### src/rtl/vga_pkg.sv
// vga_pkg: shared VGA colour type, 640x480@60 timing defaults and axis period helper
package vga_pkg;
  typedef struct packed {
    logic [2:0] r;
    logic [2:0] g;
    logic [1:0] b;
  } rgb332_t;
  localparam int VGA_H_ACTIVE = 640;
  localparam int VGA_H_FP     = 16;
  localparam int VGA_H_SYNC   = 96;
  localparam int VGA_H_BP     = 48;
  localparam int VGA_V_ACTIVE = 480;
  localparam int VGA_V_FP     = 10;
  localparam int VGA_V_SYNC   = 2;
  localparam int VGA_V_BP     = 33;
  function automatic int axis_total(int active, int fp, int sync, int bp);
    return active + fp + sync + bp;
  endfunction
endpackage

### src/rtl/vga_timing_gen_if.sv
// vga_timing_gen_if: framebuffer read port plus VGA pin bundle
interface vga_timing_gen_if import vga_pkg::*; #(
  parameter int H_ACTIVE = VGA_H_ACTIVE,
  parameter int V_ACTIVE = VGA_V_ACTIVE,
  parameter int FRAME_W  = 16
);
  logic                        en;
  logic [$clog2(H_ACTIVE)-1:0] pix_x;
  logic [$clog2(V_ACTIVE)-1:0] pix_y;
  logic                        pix_req;
  rgb332_t                     pix_data;
  logic                        hsync;
  logic                        vsync;
  logic [2:0]                  VGA_R;
  logic [2:0]                  VGA_G;
  logic [1:0]                  VGA_B;
  logic                        frame_start;
  logic [FRAME_W-1:0]          frame_count;
  modport master (
    input  en, pix_data,
    output pix_x, pix_y, pix_req, hsync, vsync, VGA_R, VGA_G, VGA_B, frame_start, frame_count
  );
  modport slave (
    output en, pix_data,
    input  pix_x, pix_y, pix_req, hsync, vsync, VGA_R, VGA_G, VGA_B, frame_start, frame_count
  );
endinterface

### src/rtl/vga_axis_counter.sv
// vga_axis_counter: wrap counter for one VGA axis with active/sync region decodes
module vga_axis_counter import vga_pkg::*; #(
  parameter int ACTIVE = VGA_H_ACTIVE,
  parameter int FP     = VGA_H_FP,
  parameter int SYNC   = VGA_H_SYNC,
  parameter int BP     = VGA_H_BP,
  localparam int TOT   = axis_total(ACTIVE, FP, SYNC, BP),
  localparam int W     = $clog2(TOT)
) (
  input  logic         clk,
  input  logic         rst_n,
  input  logic         clr_i,
  input  logic         step_i,
  output logic [W-1:0] cnt_o,
  output logic         wrap_o,
  output logic         in_active_o,
  output logic         in_sync_o
);
  logic [W-1:0] cnt_q, cnt_d;
  // next count: clear wins, otherwise step and wrap after TOT-1
  always_comb begin
    wrap_o = step_i && cnt_q == W'(TOT - 1);
    cnt_d  = clr_i || wrap_o ? '0 : step_i ? cnt_q + W'(1) : cnt_q;
  end
  // count register
  always_ff @(posedge clk or negedge rst_n)
    if (!rst_n) cnt_q <= '0;
    else cnt_q <= cnt_d;
  assign cnt_o       = cnt_q;
  assign in_active_o = int'(cnt_q) < ACTIVE;
  assign in_sync_o   = int'(cnt_q) >= ACTIVE + FP && int'(cnt_q) < ACTIVE + FP + SYNC;
endmodule

### src/rtl/vga_timing_gen.sv
// vga_timing_gen: VGA counters, read-latency-matched sync/colour pipeline and frame counter
module vga_timing_gen import vga_pkg::*; #(
  parameter int H_ACTIVE = VGA_H_ACTIVE,
  parameter int H_FP     = VGA_H_FP,
  parameter int H_SYNC   = VGA_H_SYNC,
  parameter int H_BP     = VGA_H_BP,
  parameter int V_ACTIVE = VGA_V_ACTIVE,
  parameter int V_FP     = VGA_V_FP,
  parameter int V_SYNC   = VGA_V_SYNC,
  parameter int V_BP     = VGA_V_BP,
  parameter bit H_POL    = 1'b0,
  parameter bit V_POL    = 1'b0,
  parameter int CLK_DIV  = 4,
  parameter int RD_LAT   = 2,
  parameter int FRAME_W  = 16
) (
  input logic              CLK,
  input logic              reset,
  vga_timing_gen_if.master vif
);
  localparam int HW = $clog2(axis_total(H_ACTIVE, H_FP, H_SYNC, H_BP));
  localparam int VW = $clog2(axis_total(V_ACTIVE, V_FP, V_SYNC, V_BP));
  localparam int XW = $clog2(H_ACTIVE);
  localparam int YW = $clog2(V_ACTIVE);
  localparam int DW = CLK_DIV > 1 ? $clog2(CLK_DIV) : 1;
  localparam int PW = 3 * RD_LAT;
  logic [DW-1:0]      div_q, div_d;
  logic [PW-1:0]      pipe_q, pipe_d;
  logic               hs_q, hs_d, vs_q, vs_d, fs_q, fs_d;
  rgb332_t            rgb_q, rgb_d;
  logic [FRAME_W-1:0] fc_q, fc_d;
  logic [HW-1:0]      h_cnt;
  logic [VW-1:0]      v_cnt;
  logic               tick, visible, h_wrap, v_wrap, h_act, v_act, h_sync, v_sync;
  vga_axis_counter #(.ACTIVE(H_ACTIVE), .FP(H_FP), .SYNC(H_SYNC), .BP(H_BP)) u_h (
    .clk(CLK), .rst_n(reset), .clr_i(!vif.en), .step_i(tick),
    .cnt_o(h_cnt), .wrap_o(h_wrap), .in_active_o(h_act), .in_sync_o(h_sync)
  );
  vga_axis_counter #(.ACTIVE(V_ACTIVE), .FP(V_FP), .SYNC(V_SYNC), .BP(V_BP)) u_v (
    .clk(CLK), .rst_n(reset), .clr_i(!vif.en), .step_i(h_wrap),
    .cnt_o(v_cnt), .wrap_o(v_wrap), .in_active_o(v_act), .in_sync_o(v_sync)
  );
  // pixel tick, pipeline shift and pin next-state; the pipeline top holds {visible, hsync, vsync} from RD_LAT ticks ago
  always_comb begin
    tick    = vif.en && div_q == DW'(CLK_DIV - 1);
    visible = h_act && v_act;
    div_d   = !vif.en || tick ? '0 : div_q + DW'(1);
    pipe_d  = !vif.en ? '0 : tick ? PW'({pipe_q, visible, h_sync, v_sync}) : pipe_q;
    hs_d    = !vif.en ? ~H_POL : tick ? (pipe_q[PW-2] ? H_POL : ~H_POL) : hs_q;
    vs_d    = !vif.en ? ~V_POL : tick ? (pipe_q[PW-3] ? V_POL : ~V_POL) : vs_q;
    rgb_d   = !vif.en ? '0 : tick ? (pipe_q[PW-1] ? vif.pix_data : '0) : rgb_q;
    fs_d    = v_wrap;
    fc_d    = fc_q + FRAME_W'(v_wrap);
  end
  // state registers; reset puts the pins at inactive sync and black
  always_ff @(posedge CLK or negedge reset)
    if (!reset) begin
      div_q  <= '0;
      pipe_q <= '0;
      hs_q   <= ~H_POL;
      vs_q   <= ~V_POL;
      rgb_q  <= '0;
      fs_q   <= 1'b0;
      fc_q   <= '0;
    end else begin
      div_q  <= div_d;
      pipe_q <= pipe_d;
      hs_q   <= hs_d;
      vs_q   <= vs_d;
      rgb_q  <= rgb_d;
      fs_q   <= fs_d;
      fc_q   <= fc_d;
    end
  assign vif.pix_x       = visible ? XW'(h_cnt) : '0;
  assign vif.pix_y       = visible ? YW'(v_cnt) : '0;
  assign vif.pix_req     = tick && visible;
  assign vif.hsync       = hs_q;
  assign vif.vsync       = vs_q;
  assign vif.VGA_R       = rgb_q.r;
  assign vif.VGA_G       = rgb_q.g;
  assign vif.VGA_B       = rgb_q.b;
  assign vif.frame_start = fs_q;
  assign vif.frame_count = fc_q;
endmodule

### src/flat_wrapper.sv
// flat-port wrapper written by rule: the top's interface ports become plain ports
module vga_timing_gen_flat import vga_pkg::*;
#(
  parameter int H_ACTIVE = VGA_H_ACTIVE,
  parameter int H_FP     = VGA_H_FP,
  parameter int H_SYNC   = VGA_H_SYNC,
  parameter int H_BP     = VGA_H_BP,
  parameter int V_ACTIVE = VGA_V_ACTIVE,
  parameter int V_FP     = VGA_V_FP,
  parameter int V_SYNC   = VGA_V_SYNC,
  parameter int V_BP     = VGA_V_BP,
  parameter bit H_POL    = 1'b0,
  parameter bit V_POL    = 1'b0,
  parameter int CLK_DIV  = 4,
  parameter int RD_LAT   = 2,
  parameter int FRAME_W  = 16
)
  (CLK, reset, vif_en, vif_pix_data, vif_pix_x, vif_pix_y, vif_pix_req, vif_hsync, vif_vsync, vif_VGA_R, vif_VGA_G, vif_VGA_B, vif_frame_start, vif_frame_count);
  vga_timing_gen_if #(.H_ACTIVE(H_ACTIVE), .V_ACTIVE(V_ACTIVE), .FRAME_W(FRAME_W)) vif_i ();
  input logic CLK;
  input logic reset;
  input wire logic [$bits(vif_i.en)-1:0] vif_en;
  input wire logic [$bits(vif_i.pix_data)-1:0] vif_pix_data;
  output wire logic [$bits(vif_i.pix_x)-1:0] vif_pix_x;
  output wire logic [$bits(vif_i.pix_y)-1:0] vif_pix_y;
  output wire logic [$bits(vif_i.pix_req)-1:0] vif_pix_req;
  output wire logic [$bits(vif_i.hsync)-1:0] vif_hsync;
  output wire logic [$bits(vif_i.vsync)-1:0] vif_vsync;
  output wire logic [$bits(vif_i.VGA_R)-1:0] vif_VGA_R;
  output wire logic [$bits(vif_i.VGA_G)-1:0] vif_VGA_G;
  output wire logic [$bits(vif_i.VGA_B)-1:0] vif_VGA_B;
  output wire logic [$bits(vif_i.frame_start)-1:0] vif_frame_start;
  output wire logic [$bits(vif_i.frame_count)-1:0] vif_frame_count;
  assign vif_i.en = vif_en;
  assign vif_i.pix_data = vif_pix_data;
  assign vif_pix_x = vif_i.pix_x;
  assign vif_pix_y = vif_i.pix_y;
  assign vif_pix_req = vif_i.pix_req;
  assign vif_hsync = vif_i.hsync;
  assign vif_vsync = vif_i.vsync;
  assign vif_VGA_R = vif_i.VGA_R;
  assign vif_VGA_G = vif_i.VGA_G;
  assign vif_VGA_B = vif_i.VGA_B;
  assign vif_frame_start = vif_i.frame_start;
  assign vif_frame_count = vif_i.frame_count;
  vga_timing_gen #(.H_ACTIVE(H_ACTIVE), .H_FP(H_FP), .H_SYNC(H_SYNC), .H_BP(H_BP), .V_ACTIVE(V_ACTIVE), .V_FP(V_FP), .V_SYNC(V_SYNC), .V_BP(V_BP), .H_POL(H_POL), .V_POL(V_POL), .CLK_DIV(CLK_DIV), .RD_LAT(RD_LAT), .FRAME_W(FRAME_W)) u_core (.CLK(CLK), .reset(reset), .vif(vif_i));
endmodule
### config.mk
export PLATFORM = sky130hd
export DESIGN_NAME = vga_timing_gen_flat
export DESIGN_NICKNAME = d
export VERILOG_FILES = /design/src/rtl/vga_pkg.sv /design/src/rtl/vga_timing_gen_if.sv /design/src/rtl/vga_axis_counter.sv /design/src/rtl/vga_timing_gen.sv /design/src/flat_wrapper.sv
export SDC_FILE = /design/constraint.sdc
export NUM_CORES = 1
export LEC_CHECK = 0
export CELL_PAD_IN_SITES_DETAIL_PLACEMENT = 1
export CELL_PAD_IN_SITES_GLOBAL_PLACEMENT = 2
export CORE_UTILIZATION = 35
export DETAILED_ROUTE_END_ITERATION = 6
export DONT_BUFFER_PORTS = 1
export GPL_ROUTABILITY_DRIVEN = 0
export PLACE_DENSITY = 0.74
export SYNTH_ARGS = -nofsm -noshare
export SYNTH_HDL_FRONTEND = slang
export SYNTH_SLANG_ARGS = --single-unit
### constraint.sdc
create_clock -name CLK -period 2.4 [get_ports CLK]
set_clock_uncertainty 0.1 [all_clocks]
set_input_delay 0 -clock CLK [delete_from_list [all_inputs] [get_ports CLK]]
set_output_delay 0 -clock CLK [all_outputs]
set_load 0.05 [all_outputs]
==> results of run 1 <==
[sequential cells by signal, summed over array words and instances, names as in the netlist]
signal and flops:
u_core.vif.VGA_B 2, u_core.vif.frame_start 1, u_core.pipe_q 6, u_core.u_h.cnt_o 10, u_core.div_q 2, u_core.vif.frame_count 16
u_core.vif.hsync 1, u_core.vif.VGA_R 3, u_core.vif.VGA_G 3, u_core.u_v.cnt_o 10, u_core.vif.vsync 1
[worst paths after layout]
path / from / endpoint / slack [ps] / cells past startpoint
min reg2reg: u_core.div_q[0] / u_core.div_q[0] / 350 / 1
max in group asynchronous: reset / u_core.vif.vsync / 1790 / 2
max: u_core.u_h.cnt_o[5] / u_core.vif.frame_count[10] / 190 / 8
min: vif_en / u_core.pipe_q[5] / 20 / 3
max reg2reg: u_core.u_h.cnt_o[5] / u_core.vif.frame_count[10] / 190 / 8
min in group asynchronous: reset / u_core.u_h.cnt_o[9] / 90 / 2
[power by group through the flow]
stage | clock (mW) | combinational, mW | sequential [mW]
2_1_floorplan | 0 | 0.0500 | 0.955
4_1_cts | 0.537 | 0.109 | 0.937
3_5_place_dp | 0 | 0.0675 | 0.955
6_report | 0.517 | 0.106 | 0.937
3_3_place_gp | 0 | 0.0656 | 0.954
5_1_grt | 0.566 | 0.118 | 0.938
[critical path, stage by stage, from the launching register on]
cell     delay, ps
dfrtp_1        420
nor4b_4        350
nand4_1        200
nor2_2         210
ha_4           180
ha_4           150
and3_4         210
nand4_1        110
xnor2_1        140
[Yosys cell counts, types with 5 or more instances]
cell type	n	area [um2]
mux2i_1	5	50.1
nand4_1	11	68.8
nand3_1	19	95.1
nand2_1	18	67.6
nand2b_1	12	75.1
xnor2_1	12	105
inv_1	8	30.0
and4_1	5	43.8
and2_1	15	93.8
dfrtp_1	53	1330
o21ai_0	7	35.0
ha_1	7	87.6
nor4_1	5	31.3
and3_1	8	50.1
nor2_1	18	67.6
or3_1	5	31.3
clkbuf_1	8	30.0
a21oi_1	19	95.1
xor2_1	10	87.6
[area by class of cell]
class / count / area [um2]
Clock buffer: 6 / 72.6
Clock inverter: 2 / 12.5
Fill cell: 877 / 4230
Inverter: 8 / 30.0
Multi-Input combinational cell: 196 / 1340
Sequential cell: 55 / 1380
Tap cell: 102 / 128
Timing Repair Buffer: 60 / 495
[per-layer routing]
metal	vias up	track usage	part of all wire
met4	0	0.0701	0.021
met2	47	0.277	0.48
met1	1096	0.253	0.46
li1	1047	-	-
met5	-	0	0
met3	12	0.0387	0.042
[logic make-up (layout without fill, tap and decap cells)]
logic type | after synthesis | after routing
and+or+nand+nor | 129 | 129
AOI/OAI and AO/OA | 33 | 33
DFF | 55 | 55
muxes | 5 | 5
adders and majority gates | 7 | 7
buffers and inverters | 23 | 76
xor gates and xnor gates | 22 | 22
[cells in the final DEF (no fill, tap or decap), types with 2 or more instances in the layout]
cell	count
and3_1	7
buf_4	49
ha_4	2
and2_1	15
o21ai_0	7
or4_1	2
nand2_1	18
mux2i_1	5
xnor2_1	12
nor4_2	4
clkbuf_8	5
dlygate4sd3_1	10
ha_1	5
nand3_1	19
inv_1	8
nor2_1	17
nand4_1	11
nand2b_1	12
a21oi_1	19
o31ai_1	2
and4_1	4
dfrtp_1	53
dfstp_2	2
xor2_1	10
or3_1	5
[metrics by stage]
step / setup TNS, ps / worst slack (ps)
after global placement: 0 / 158
after floorplan: -22.5 / -19.7
after global routing: 0 / 27.0
after CTS: 0 / 99.0
after detailed placement: 0 / 90.7
final: 0 / 187
[what timing repair did]
action,in CTS,in global routing
resized for setup,0,3
buffers inserted,0,0
setup endpoints to repair,0,5
hold buffers,11,0
hold endpoints to repair,80,0
==> run_results.csv, run 1 <==
group,metric,value,unit
status,status,"finished, final reports clean",
setup_path,crit_arrival,2300,ps
pwr,switching_share,0.246,
clock_tree,cts_inserted_buffers,5,
global_route,grtUsageTotal,0.182,
cells_and_area,finalNetCount,344,
clock_tree,htreeDepth,2,
cells_and_area,final_util,0.450,
global_route,grt_pass1_wl,11.9,mm
detailed_routing,drt-total-wl,6.95,mm
floorplanning,die_x,90.8,um
detailed_routing,drc,0,
detailed_routing,drt-initial-drc-count,77,
detailed_routing,drtPass1Iterations,4,
logic_synthesis,yosysSeqAreaShare,0.499,
setup_path,path_class,"reg2reg",
floorplanning,core_region_area,7690,um2
sta,finalMaxSlewViolations,0,
sta,period_share,0.922,
global_route,gr-total-overflow,0,
detailed_routing,wire_per_inst,16.2,um
logic_synthesis,synth_seq_cells,55,
detailed_routing,viasPerCell,5.13,
floorplanning,start_util,0.359,
pwr,seq_power_share,0.601,
logic_synthesis,ys.warnings.count,0,
worst_hold_path,hp-class,"in2reg",
logic_synthesis,synth_edf_count,0,
setup_path,start_kind,"flip-flop",
placement,portBuffers,0,
logic_synthesis,syn_inst,274,
cells_and_area,diodes,0,
sta,holdWs,18.9,ps
pwr,total_power,1.56,mW
pwr,power_density,451,nW/um2
setup_path,worstPathRequired,2490,ps
flow_run,drv_cap,0,
cells_and_area,finalNonFillerCells,429,
sta,tightestPinTransition,567,ps
sta,hold_violations,0,
detailed_routing,ant_nets,0,
setup_path,crit_path_end_kind,"flip-flop",
logic_synthesis,synth_compound_area_frac,0.0743,
clock_tree,cts_sinks,55,
global_route,grt_pass1_vias,2282,
detailed_routing,vias,2202,
pwr,pwr-share-comb,0.068,
pwr,clkPwrFrac,0.331,
sta,rsz0062_at_grt,"no",
global_route,antenna_found_initial,0,
sta,fmax,452,MHz
placement,dpl.hpwl,4.81,mm
cells_and_area,drive_gt1_frac,0.235,
logic_synthesis,syn_area_per_cell,10.1,um2
logic_synthesis,synthAdderAreaFrac,0.0317,
logic_synthesis,synth_fp_nets,292,
placement,dp_cells,410,
clock_tree,clk_pin_slew,100,ps
logic_synthesis,ys_types,42,
logic_synthesis,synthSimpleGateAreaFrac,0.269,
pwr,p_int,1.18,mW
sta,slew_headroom,0.620,
logic_synthesis,netlist_area,2760,um2
setup_path,crit_fanout,4,
clock_tree,cts_tree,"done",
sta,min_period,2210,ps
sta,setup_viol,0,
floorplanning,rows,32,
logic_synthesis,synthMuxAreaShare,0.0181,
cells_and_area,syn_to_final_growth,25.1,%
floorplanning,die_h,90.8,um
global_route,grt_max_degree,56,
pwr,peakVddDrop,0.206,mV
floorplanning,io_pins,58,
pwr,p_leak,1.53,nW
placement,place_area,3230,um2
logic_synthesis,synth-xor-area-share,0.0697,
logic_synthesis,synth_flop_cell,"dfrtp_1",
logic_synthesis,synth_top_family_by_area,"simple AND/OR/NAND/NOR gates",
cells_and_area,final_area,3460,um2
pwr,p_sw,0.384,mW
floorplanning,die_area,8250,um2
clock_tree,clk_latency,310,ps
clock_tree,cts-root-buf,"clkbuf_8",
clock_tree,clockBufferDepth,2,
logic_synthesis,synthArstFlopShare,1.00,
Note: power is estimated with default switching activity, not from simulation.
==> run 2: changes to the inputs <==
- RECOVER_POWER: unset -> 50
==> run_results.csv, run 2 (synthesized netlist as in run 1, its figures left out) <==
group,metric,value,unit
status,status,"finished, final reports clean",
placement,place_area,3230,um2
detailed_routing,wire_per_inst,16.2,um
placement,portBuffers,0,
cells_and_area,drive_gt1_frac,0.214,
cells_and_area,layout_commonest_cell,"dfrtp_1",
clock_tree,htreeDepth,2,
setup_path,start_kind,"flip-flop",
clock_tree,cts_tree,"done",
global_route,grt_pass1_wl,11.9,mm
floorplanning,start_util,0.359,
global_route,grtUsageMet2,0.277,
cells_and_area,diodes,0,
clock_tree,cts_inserted_buffers,5,
detailed_routing,vias,2238,
pwr,power_density,456,nW/um2
clock_tree,cts_sinks,55,
cells_and_area,largest_reg_flops,16,
placement,dpl.hpwl,4.81,mm
sta,finalMaxSlewViolations,0,
sta,rsz0062_at_grt,"no",
cells_and_area,final_util,0.443,
flow_run,drv_cap,0,
detailed_routing,drc,0,
sta,hold_violations,0,
global_route,grt_busiest_layer,"met2",
sta,setup_viol,0,
cells_and_area,syn_to_final_growth,23.3,%
detailed_routing,ant_nets,0,
clock_tree,cts-root-buf,"clkbuf_8",
cells_and_area,finalNetCount,344,
floorplanning,io_pins,58,
sta,fmax,446,MHz
setup_path,worstPathRequired,2480,ps
pwr,total_power,1.56,mW
cells_and_area,final_area,3410,um2
setup_path,slowest_stage,"dfrtp_1",
setup_path,max_stage_delay,420,ps
pwr,peakVddDrop,0.206,mV
sta,period_share,0.933,
sta,tightestPinTransition,1430,ps
floorplanning,die_area,8250,um2
setup_path,path_cells,"nor4b_4 -> nand4_1 -> nor2_2 -> ha_4 -> ha_4 -> and3_4 -> nand4_1 -> xnor2_1",
detailed_routing,drtPass1Iterations,4,
clock_tree,cts_setup_buffers,0,
setup_path,cp_num_buf_inv,0,
global_route,antenna_found_initial,0,
worst_hold_path,hp-class,"in2reg",
sta,min_period,2240,ps
floorplanning,core_region_area,7690,um2
global_route,grtUsageTotal,0.182,
setup_path,path_class,"reg2reg",
floorplanning,die_h,90.8,um
setup_path,crit_path_end_kind,"flip-flop",
global_route,grt_util_met1,0.253,
detailed_routing,viasPerCell,5.22,
cells_and_area,fillCellCount,886,
detailed_routing,drt-total-wl,6.95,mm
setup_path,path_delay_family,"simple AND/OR/NAND/NOR gates",
setup_path,crit_fanout,4,
global_route,grt_max_degree,56,
detailed_routing,drt-initial-drc-count,75,
global_route,gr-total-overflow,0,
global_route,grt_pass1_vias,2282,
clock_tree,clockBufferDepth,2,
sta,slew_headroom,0.0479,
floorplanning,die_x,90.8,um
cells_and_area,most-common-layout-cells,"dfrtp_1 (53), buf_4 (42), nand3_1 (19), a21oi_1 (19), nand2_1 (18)",
pwr,p_leak,1.49,nW
clock_tree,clk_latency,310,ps
floorplanning,rows,32,
setup_path,crit_arrival,2330,ps
global_route,use_met3,0.0387,
clock_tree,clk_pin_slew,100,ps
-- run 2: path summary, 6_finish.rpt --
kind / startpoint / end / slack [ps] / depth (start not counted)
min in group asynchronous: reset / u_core.u_h.cnt_o[9] / 430 / 2
max: u_core.u_h.cnt_o[5] / u_core.vif.frame_count[10] / 160 / 8
max reg2reg: u_core.u_h.cnt_o[5] / u_core.vif.frame_count[10] / 160 / 8
min reg2reg: u_core.div_q[0] / u_core.div_q[0] / 350 / 1
max in group asynchronous: reset / u_core.vif.VGA_G[0] / 880 / 2
min: vif_en / u_core.pipe_q[5] / 20 / 3
-- run 2: per-layer routing --
layer	vias up	wire length, um	part of all wire
met5	-	0	0
met4	0	145	0.021
met3	12	280	0.040
met2	45	3350	0.48
met1	1129	3170	0.46
li1	1052	-	-
-- run 2: area by class of cell --
type | instances | area [um2] | area share
timing repair buffer | 60 | 447 | 0.131
sequential | 55 | 1380 | 0.405
clock inverter | 2 | 12.5 | 0.00367
inverter | 8 | 30.0 | 0.00881
tap | 102 | 128 | 0.0375
clock buffer | 6 | 72.6 | 0.0213
multi-input combinational | 196 | 1340 | 0.393
-- run 2: worst register-to-register path: stages (launching register included) --
cell	delay, ps
dfrtp_1	420
nor4b_4	370
nand4_1	210
nor2_2	210
ha_4	190
ha_4	150
and3_4	210
nand4_1	120
xnor2_1	140
-- run 2: where the power goes --
part           switching (mW)  internal, mW  leakage [nW]  total (mW)
clock network           0.313         0.205        0.0412       0.518
logic                  0.0674        0.0331         0.692       0.100
registers             0.00394         0.933         0.759       0.937
total                   0.384          1.17          1.49        1.56
-- run 2: through the flow --
step / instances / setup slack [ps] / hold slack (ps) / setup TNS (ps)
after CTS: 429 / 99.0 / 10.3 / 0
after global placement: 410 / 158 / -393 / 0
after floorplan: 274 / -19.7 / -396 / -22.5
final: 429 / 160 / 16.1 / 0
after detailed placement: 410 / 90.7 / -393 / 0
after global routing: 429 / 21.2 / 27.9 / 0
-- run 2: timing repair --
item,in CTS,in global routing
endpoints found under the setup margin,0,5
hold buffers,11,0
gates resized for setup,0,3
hold endpoints to repair,80,0
